## src/rtl/vga_write_arbiter.sv

```systemverilog
// vga_write_arbiter: shares the single bitmap write port between two pixel
// requesters and a built-in screen-clear sequencer. One write per cycle at
// most. Every bitmap-side output comes from a flop, so a pixel granted in
// cycle k is written in cycle k+1.
module vga_write_arbiter #(
  parameter int         WIDTH       = 320,
  parameter int         HEIGHT      = 240,
  parameter logic [2:0] CLEAR_COLOR = 3'b000
) (
  input  logic       clk,
  input  logic       reset,
  input  logic       clear_start,
  output logic       busy,
  output logic       clear_done,
  input  logic       r0_valid,
  output logic       r0_ready,
  input  logic [8:0] r0_x,
  input  logic [7:0] r0_y,
  input  logic [2:0] r0_color,
  input  logic       r1_valid,
  output logic       r1_ready,
  input  logic [8:0] r1_x,
  input  logic [7:0] r1_y,
  input  logic [2:0] r1_color,
  output logic [8:0] vga_x,
  output logic [7:0] vga_y,
  output logic [2:0] vga_color,
  output logic       vga_wr_en,
  output logic       oob_drop
);

  localparam logic [0:0] IDLE  = 1'b0;
  localparam logic [0:0] CLEAR = 1'b1;

  localparam logic [8:0] X_LAST = 9'(WIDTH - 1);
  localparam logic [7:0] Y_LAST = 8'(HEIGHT - 1);

  logic [0:0] state_q, state_d;
  logic [8:0] cx_q, cx_d;
  logic [7:0] cy_q, cy_d;
  // Requester that won the most recent grant; the other one wins a tie.
  logic       last_grant_q, last_grant_d;

  logic [8:0] vga_x_q, vga_x_d;
  logic [7:0] vga_y_q, vga_y_d;
  logic [2:0] vga_color_q, vga_color_d;
  logic       vga_wr_en_q, vga_wr_en_d;
  logic       oob_drop_q, oob_drop_d;
  logic       clear_done_q, clear_done_d;

  logic       grant_ok;
  logic       gnt0, gnt1;
  logic [8:0] sel_x;
  logic [7:0] sel_y;
  logic [2:0] sel_color;
  logic       sel_oob;

  // Round-robin arbitration between the requesters; clear_start pre-empts both.
  always_comb begin
    // NOTE: every always_comb output gets a default first, so no path can
    // leave it unassigned and infer a latch.
    grant_ok  = !reset && (state_q == IDLE) && !clear_start;
    gnt0      = grant_ok && r0_valid && (!r1_valid || last_grant_q);
    gnt1      = grant_ok && r1_valid && (!r0_valid || !last_grant_q);
    sel_x     = gnt1 ? r1_x     : r0_x;
    sel_y     = gnt1 ? r1_y     : r0_y;
    sel_color = gnt1 ? r1_color : r0_color;
    sel_oob   = (int'(sel_x) >= WIDTH) || (int'(sel_y) >= HEIGHT);
  end

  assign r0_ready = gnt0;
  assign r1_ready = gnt1;

  // Next-state logic: IDLE serves requesters, CLEAR sweeps the bitmap row-major.
  always_comb begin
    state_d      = state_q;
    cx_d         = cx_q;
    cy_d         = cy_q;
    last_grant_d = last_grant_q;
    vga_x_d      = vga_x_q;
    vga_y_d      = vga_y_q;
    vga_color_d  = vga_color_q;
    vga_wr_en_d  = 1'b0;
    oob_drop_d   = 1'b0;
    clear_done_d = 1'b0;

    case (state_q)
      IDLE: begin
        if (clear_start) begin
          state_d = CLEAR;
          cx_d    = '0;
          cy_d    = '0;
        end else if (gnt0 || gnt1) begin
          last_grant_d = gnt1;
          if (sel_oob) begin
            // Out-of-range pixels are consumed but never reach the bitmap.
            oob_drop_d = 1'b1;
          end else begin
            vga_wr_en_d = 1'b1;
            vga_x_d     = sel_x;
            vga_y_d     = sel_y;
            vga_color_d = sel_color;
          end
        end
      end
      CLEAR: begin
        vga_wr_en_d = 1'b1;
        vga_x_d     = cx_q;
        vga_y_d     = cy_q;
        vga_color_d = CLEAR_COLOR;
        if (cx_q == X_LAST) begin
          cx_d = '0;
          if (cy_q == Y_LAST) begin
            cy_d         = '0;
            state_d      = IDLE;
            clear_done_d = 1'b1;
          end else begin
            cy_d = cy_q + 8'd1;
          end
        end else begin
          cx_d = cx_q + 9'd1;
        end
      end
      default: state_d = IDLE;
    endcase
  end

  // State and output registers with synchronous reset.
  always_ff @(posedge clk) begin
    // NOTE: sequential state uses non-blocking assignments so every flop
    // samples the pre-edge values regardless of statement order.
    if (reset) begin
      state_q      <= IDLE;
      cx_q         <= '0;
      cy_q         <= '0;
      last_grant_q <= 1'b1;
      vga_x_q      <= '0;
      vga_y_q      <= '0;
      vga_color_q  <= '0;
      vga_wr_en_q  <= 1'b0;
      oob_drop_q   <= 1'b0;
      clear_done_q <= 1'b0;
    end else begin
      state_q      <= state_d;
      cx_q         <= cx_d;
      cy_q         <= cy_d;
      last_grant_q <= last_grant_d;
      vga_x_q      <= vga_x_d;
      vga_y_q      <= vga_y_d;
      vga_color_q  <= vga_color_d;
      vga_wr_en_q  <= vga_wr_en_d;
      oob_drop_q   <= oob_drop_d;
      clear_done_q <= clear_done_d;
    end
  end

  assign busy       = (state_q == CLEAR);
  assign clear_done = clear_done_q;
  assign vga_x      = vga_x_q;
  assign vga_y      = vga_y_q;
  assign vga_color  = vga_color_q;
  assign vga_wr_en  = vga_wr_en_q;
  assign oob_drop   = oob_drop_q;

endmodule

```

## config.mk

```make
export PLATFORM = sky130hd
export DESIGN_NAME = vga_write_arbiter
export DESIGN_NICKNAME = d
export VERILOG_FILES = /design/src/rtl/vga_write_arbiter.sv
export SDC_FILE = /design/constraint.sdc
export NUM_CORES = 1
export LEC_CHECK = 0
export CORE_ASPECT_RATIO = 0.6
export CORE_UTILIZATION = 43
export DETAILED_ROUTE_END_ITERATION = 16
export GPL_ROUTABILITY_DRIVEN = 1
export PLACE_DENSITY_LB_ADDON = 0.1
export SYNTH_ARGS = -nofsm -noshare
export SYNTH_HDL_FRONTEND = slang
export SYNTH_SLANG_ARGS = --single-unit
```

## constraint.sdc

```tcl
create_clock -name clk -period 1.5 [get_ports clk]
set_input_delay 0.3 -clock clk [delete_from_list [all_inputs] [get_ports clk]]
set_output_delay 0.3 -clock clk [all_outputs]
set_load 0.01 [all_outputs]
```

* Yosys cells after proc, flatten, opt, wreduce, memory -nomap -nowiden
Index checks and enable logic that the tools add are counted.
W data, S select, Z words.
** Cells by class
- Add/subtract/negate cells :: 2
- Reduce and logical (&&, ||, !) cells :: 20
- Multiplexer cells :: 32
- Bitwise logic cells :: 4
- $lt $le $gt $ge :: 2
- Eq/ne operators :: 7
** Operators with widths (count)
- $mux W8 :: 7
- $mux W9 :: 6
- $pmux W9 S2 :: 2
- $pmux W8 S2 :: 2
- $mux W3 :: 4
- $add A9 B1 Y9 const B :: 1
- $eq A9 B9 Y1 const B :: 1
- $ge A9 B9 Y1 const B :: 1
- $add A8 B1 Y8 const B :: 1
- $eq A8 B8 Y1 const B :: 1
- $ge A8 B8 Y1 const B :: 1
- $mux W1 :: 8
- $logic_and A1 B1 Y1 :: 6
- $ne A2 B2 Y1 const B :: 3
- $pmux W3 S2 :: 1
- $reduce_and A3 Y1 :: 2
- $logic_not A1 Y1 :: 5
- $logic_or A1 B1 Y1 :: 4
- $ne A2 B1 Y1 const B :: 2
- $not A1 Y1 :: 4
- $pmux W1 S2 :: 2
- $reduce_or A4 Y1 :: 1
- $reduce_or A3 Y1 :: 1
- $reduce_and A2 Y1 :: 1
** Storage, ports and cells
- Logic and storage cells :: 77
- Register bits after elaboration :: 42

* Depth between registers and ports, before layout
- Word-level depth :: 12
- Mapped depth :: 6
- Depth with buffers taken out :: 5

* Worst setup path before layout
No wires, ideal clock.
- Kind :: reg-to-reg
- Start point :: reg state_q (netlist: busy)
- End point :: reg vga_color_q[0] (netlist: vga_color[0])
- Arrival :: 1.494 ns
- Cell stages (with the launch flop) :: 6
- Slack :: -0.111 ns
- Path through :: dfxtp_1 > or3_1 > o211a_1 > o21a_1 > buf_6 > o211a_1
** Between the ends
- Cells in the longest elaborated chain, start to end :: 10
** RTL lines
- start, declared :: line 38 : logic [0:0] state_q, state_d;
- start signal, assigned :: line 144 : state_q <= state_d;
- $not A1 Y1 (no source line)
- $logic_and A1 B1 Y1 (2 in series) :: line 62 : grant_ok = !reset && (state_q == IDLE) && !clear_start;
- $logic_and A1 B1 Y1 (2 in series) :: line 64 : gnt1 = grant_ok && r1_valid && (!r0_valid || !last_grant_q);
- $mux W9 (tied with other cells) :: line 65 : sel_x = gnt1 ? r1_x : r0_x;
- $ge A9 B9 Y1 (tied with other cells) :: line 68 : sel_oob = (int'(sel_x) >= WIDTH) || (int'(sel_y) >= HEIGHT);
- $logic_or A1 B1 Y1 / $mux W3 (equally long branches) :: line 68, 93
- $ne A2 B2 Y1 (no source line) / $mux W3 (equally long branches)
- $reduce_and A3 Y1 (no source line) / $pmux W3 S2 (equally long branches)
- end signal, assigned :: line 150 : vga_color_q <= vga_color_d;
- end, declared :: line 46 : logic [2:0] vga_color_q, vga_color_d;
Several ways; a longest one is shown, not always the timed one. The select of a mux whose other input is x is not followed.
A chain may end at the register's enable or synchronous reset.

* Worst setup path after layout
- Start point :: reg state_q (netlist: busy)
- End point :: reg vga_color_q[2] (netlist: vga_color[2])
The elaborated chain is that of the path after synthesis.

==> summary.md <==
| Metric | Value |
|---|---|
| FMAX | 0.557 GHz |
| Antenna cells | 0 |
| Final setup vio count | 29 |
| Synthesized area per cell | 8.79 um^2 |
| # hold bufs at CTS | 0 |
| Vias per cell | 6.29 |
| Setup WS pre-CTS | -810 ps |
| Final hold vios | 0 |
| DRC violations left | 0 |
| Root Buffer | clkbuf_8 |
| Skew final | 10.5 ps |
| Fin nets | 446 |
| Post-synthesis compound-gate area fraction | 27.6% |
| Die width | 99.3 um |
| Seq cells post-synth | 42 |
| Initial antenna violation count | 0 |
| YS warnings | 0 |
| First-pass iteration count of the detailed router | 5 |
| Total nets after synthesis | 325 |
| CTS buffer count | 5 |
| Row cnt | 20 |
| DR WL/cell | 20.5 um |
| Fin. max-slew vios | 0 |
| Hold WC Path Type | reg2reg |
| DP Area | 0.00354 mm^2 |
| Largest net degree at the start of global routing | 29 |
| Initial Util | 46.5% |
| Worst setup path class | reg2reg |
| Peak supply drop | 0.380 mV |
| Io pins | 71 |
| Placed cells | 437 |
| Worst setup SP type | register |
| Final setup margin | -294 ps |
| Port buffer count | 70 |
| Mux contribution to synthesized area | 7.84% |
| Layout Cells excl Fill | 466 |
| Post-layout minimum cycle time | 1790 ps |
| Rel. slew slack | 68.5% |
| Async set-reset flop share out of synthesis | 0% |
| CP Capture Type | register |
| First-pass GRT wire length | 13400 um |
| Core area | 0.00526 mm^2 |
| Routed Antenna Nets | 0 |
| XOR/XNOR Fraction of Synth Area | 1.43% |
| Worst-path clk slew | 90 ps |
| Synth Area in Simple Gates | 22.2% |
| Remaining Overflow, GRT | 0 |
| Clock Path Buffers | 2 |
| Final wirelength | 9550 um |
| Synth Instances | 278 |
| Crit-path cells | or3_4, buf_6, o211a_4, o21a_4, clkbuf_16, o211a_1 |
| Number of global-route vias before repair | 2660 |
| Leakage | 1.68 nW |
| Synth Area in Adders | 1.02% |
| Commonest non-fill, non-tap cells in the layout | buf_4 (51), clkdlybuf4s50_1 (49), dfxtp_1 (37), nand2_1 (30), nand3_1 (27) |
| Maximum fanout along the worst path | 5 |
| Period utilisation layout | 120% |
| RSZ-0062 raised after global routing | true |
| Register area share after synthesis | 34.4% |
| Post-synth EDFFs | 0 |
| R2r setup slk | -290 ps |
| Die height | 60.4 um |
| Crit path DAT | 1990 ps |
| Worst-Margin Slew | 471 ps |
| Htree depth | 2 |
| Area grow syn2layout | 75.1% |
| Setup TNS | -5630 ps |
| WP data required | 1690 ps |
| Final design area excluding fillers | 0.00428 mm^2 |
| # clock sinks | 42 |
| CP max-delay cell | or3_4 |
| Hold_ws | 506 ps |
| RD Place Congestion | 0.866 |
| Synth Cell Area | 0.00244 mm^2 |
| Max-cap violations | 0 |
| Total track usage | 29.2% |
| Ys flop type | dfxtp_1 |
| Worst path max stage delay | 350 ps |
| Die area | 0.00599 mm^2 |
| Initial drt markers | 185 |
| Most common cell after layout, fill and taps aside | buf_4 |
| Post-layout util | 81.4% |
| Routed vias | 2931 |
| Layout cells sized above 1 | 42.0% |
| Distinct cells, synth | 52 |
| Status | complete, but fails checks |
| Largest family of logic cells by synthesized area | compound AO/OA/AOI/OAI gates |
| TritonCTS clock tree | yes |
| Skew-Pair Late Insertion Delay | 310 ps |
| Failing checks | setup timing |
| Power, Total | 2.61 mW |
| Power Density | 610 mW/mm^2 |
| HPWL after DPL | 5660 um |
## registers in the layout (all words and copies together), names as in the netlist
name and count:
cy_q 8, last_grant_q 1, vga_color 3, busy 1
cx_q 9, vga_y 8, oob_drop 1, vga_wr_en 1
vga_x 9, clear_done 1
## worst max-delay path: cells and delay by family, from the launching register on
family / cells / cell delay, ps
AO/OA/AOI/OAI: 3 / 690
buffers and inverters: 2 / 320
flip-flops: 1 / 330
AND/OR/NAND/NOR: 1 / 350
## cells by family after synthesis
family | after synthesis
adder cells (fa/ha/maj) | 2
multiplexers | 17
flip-flops | 42
AO/OA/AOI/OAI | 83
AND/OR/NAND/NOR | 102
buffers and inverters | 28
XOR/XNOR | 4
## report_power, final
part | total (mW) | internal, mW | switching [mW]
sequential | 1.15 | 1.14 | 0.0142
combinational | 0.664 | 0.347 | 0.318
clock | 0.793 | 0.371 | 0.422
total | 2.61 | 1.85 | 0.754
## layout make-up
class | count | area, um^2
fill | 307 | 978
inverter | 4 | 15.0
tap | 66 | 82.6
clock inverter | 2 | 12.5
sequential | 42 | 847
clock buffer | 6 | 82.6
multi-input combinational | 208 | 1880
timing repair buffer | 138 | 1350
## synth_stat cells (all sizes together) (3+ instances only)
cell type  count  share of area [%]
dfxtp         42                 34
nand2         31                4.8
nand3         28                6.3
o2111ai       20                7.2
mux2          17                7.8
o221ai        17                6.1
buf           12                3.0
clkbuf        12                1.8
o21ai         12                2.5
nor2          11                1.7
nand2b         8                2.0
a21oi          6                1.2
nor3           6                1.4
a31oi          4                1.0
inv            4               0.61
o211a          4                1.6
o31ai          3                1.5
xor2           3                1.1
## path summary, 6_finish.rpt
check / start / end / depth (start not counted)
worst max-delay path: busy / vga_color[2] / 6
worst min-delay path: vga_color[0] / vga_color[0] / 1
worst min register to register: vga_color[0] / vga_color[0] / 1
worst max register to register: busy / vga_color[2] / 6
## routing by layer
layer,track usage [%],wire length [um],part of all wire [%],vias up
met5,0,0,0,-
met4,10.5,284,3.0,0
met3,5.18,911,9.5,32
met2,48.0,4400,46,178
met1,39.5,3950,41,1394
li1,-,-,-,1327
## what timing repair did
action | in CTS | in global routing
cloned | 1 | 1
buffers inserted | 10 | 10
setup endpoints to repair | 48 | 45
pin swaps | 13 | 12
gates resized for setup | 66 | 45
Power figures use the tool's default switching activity.
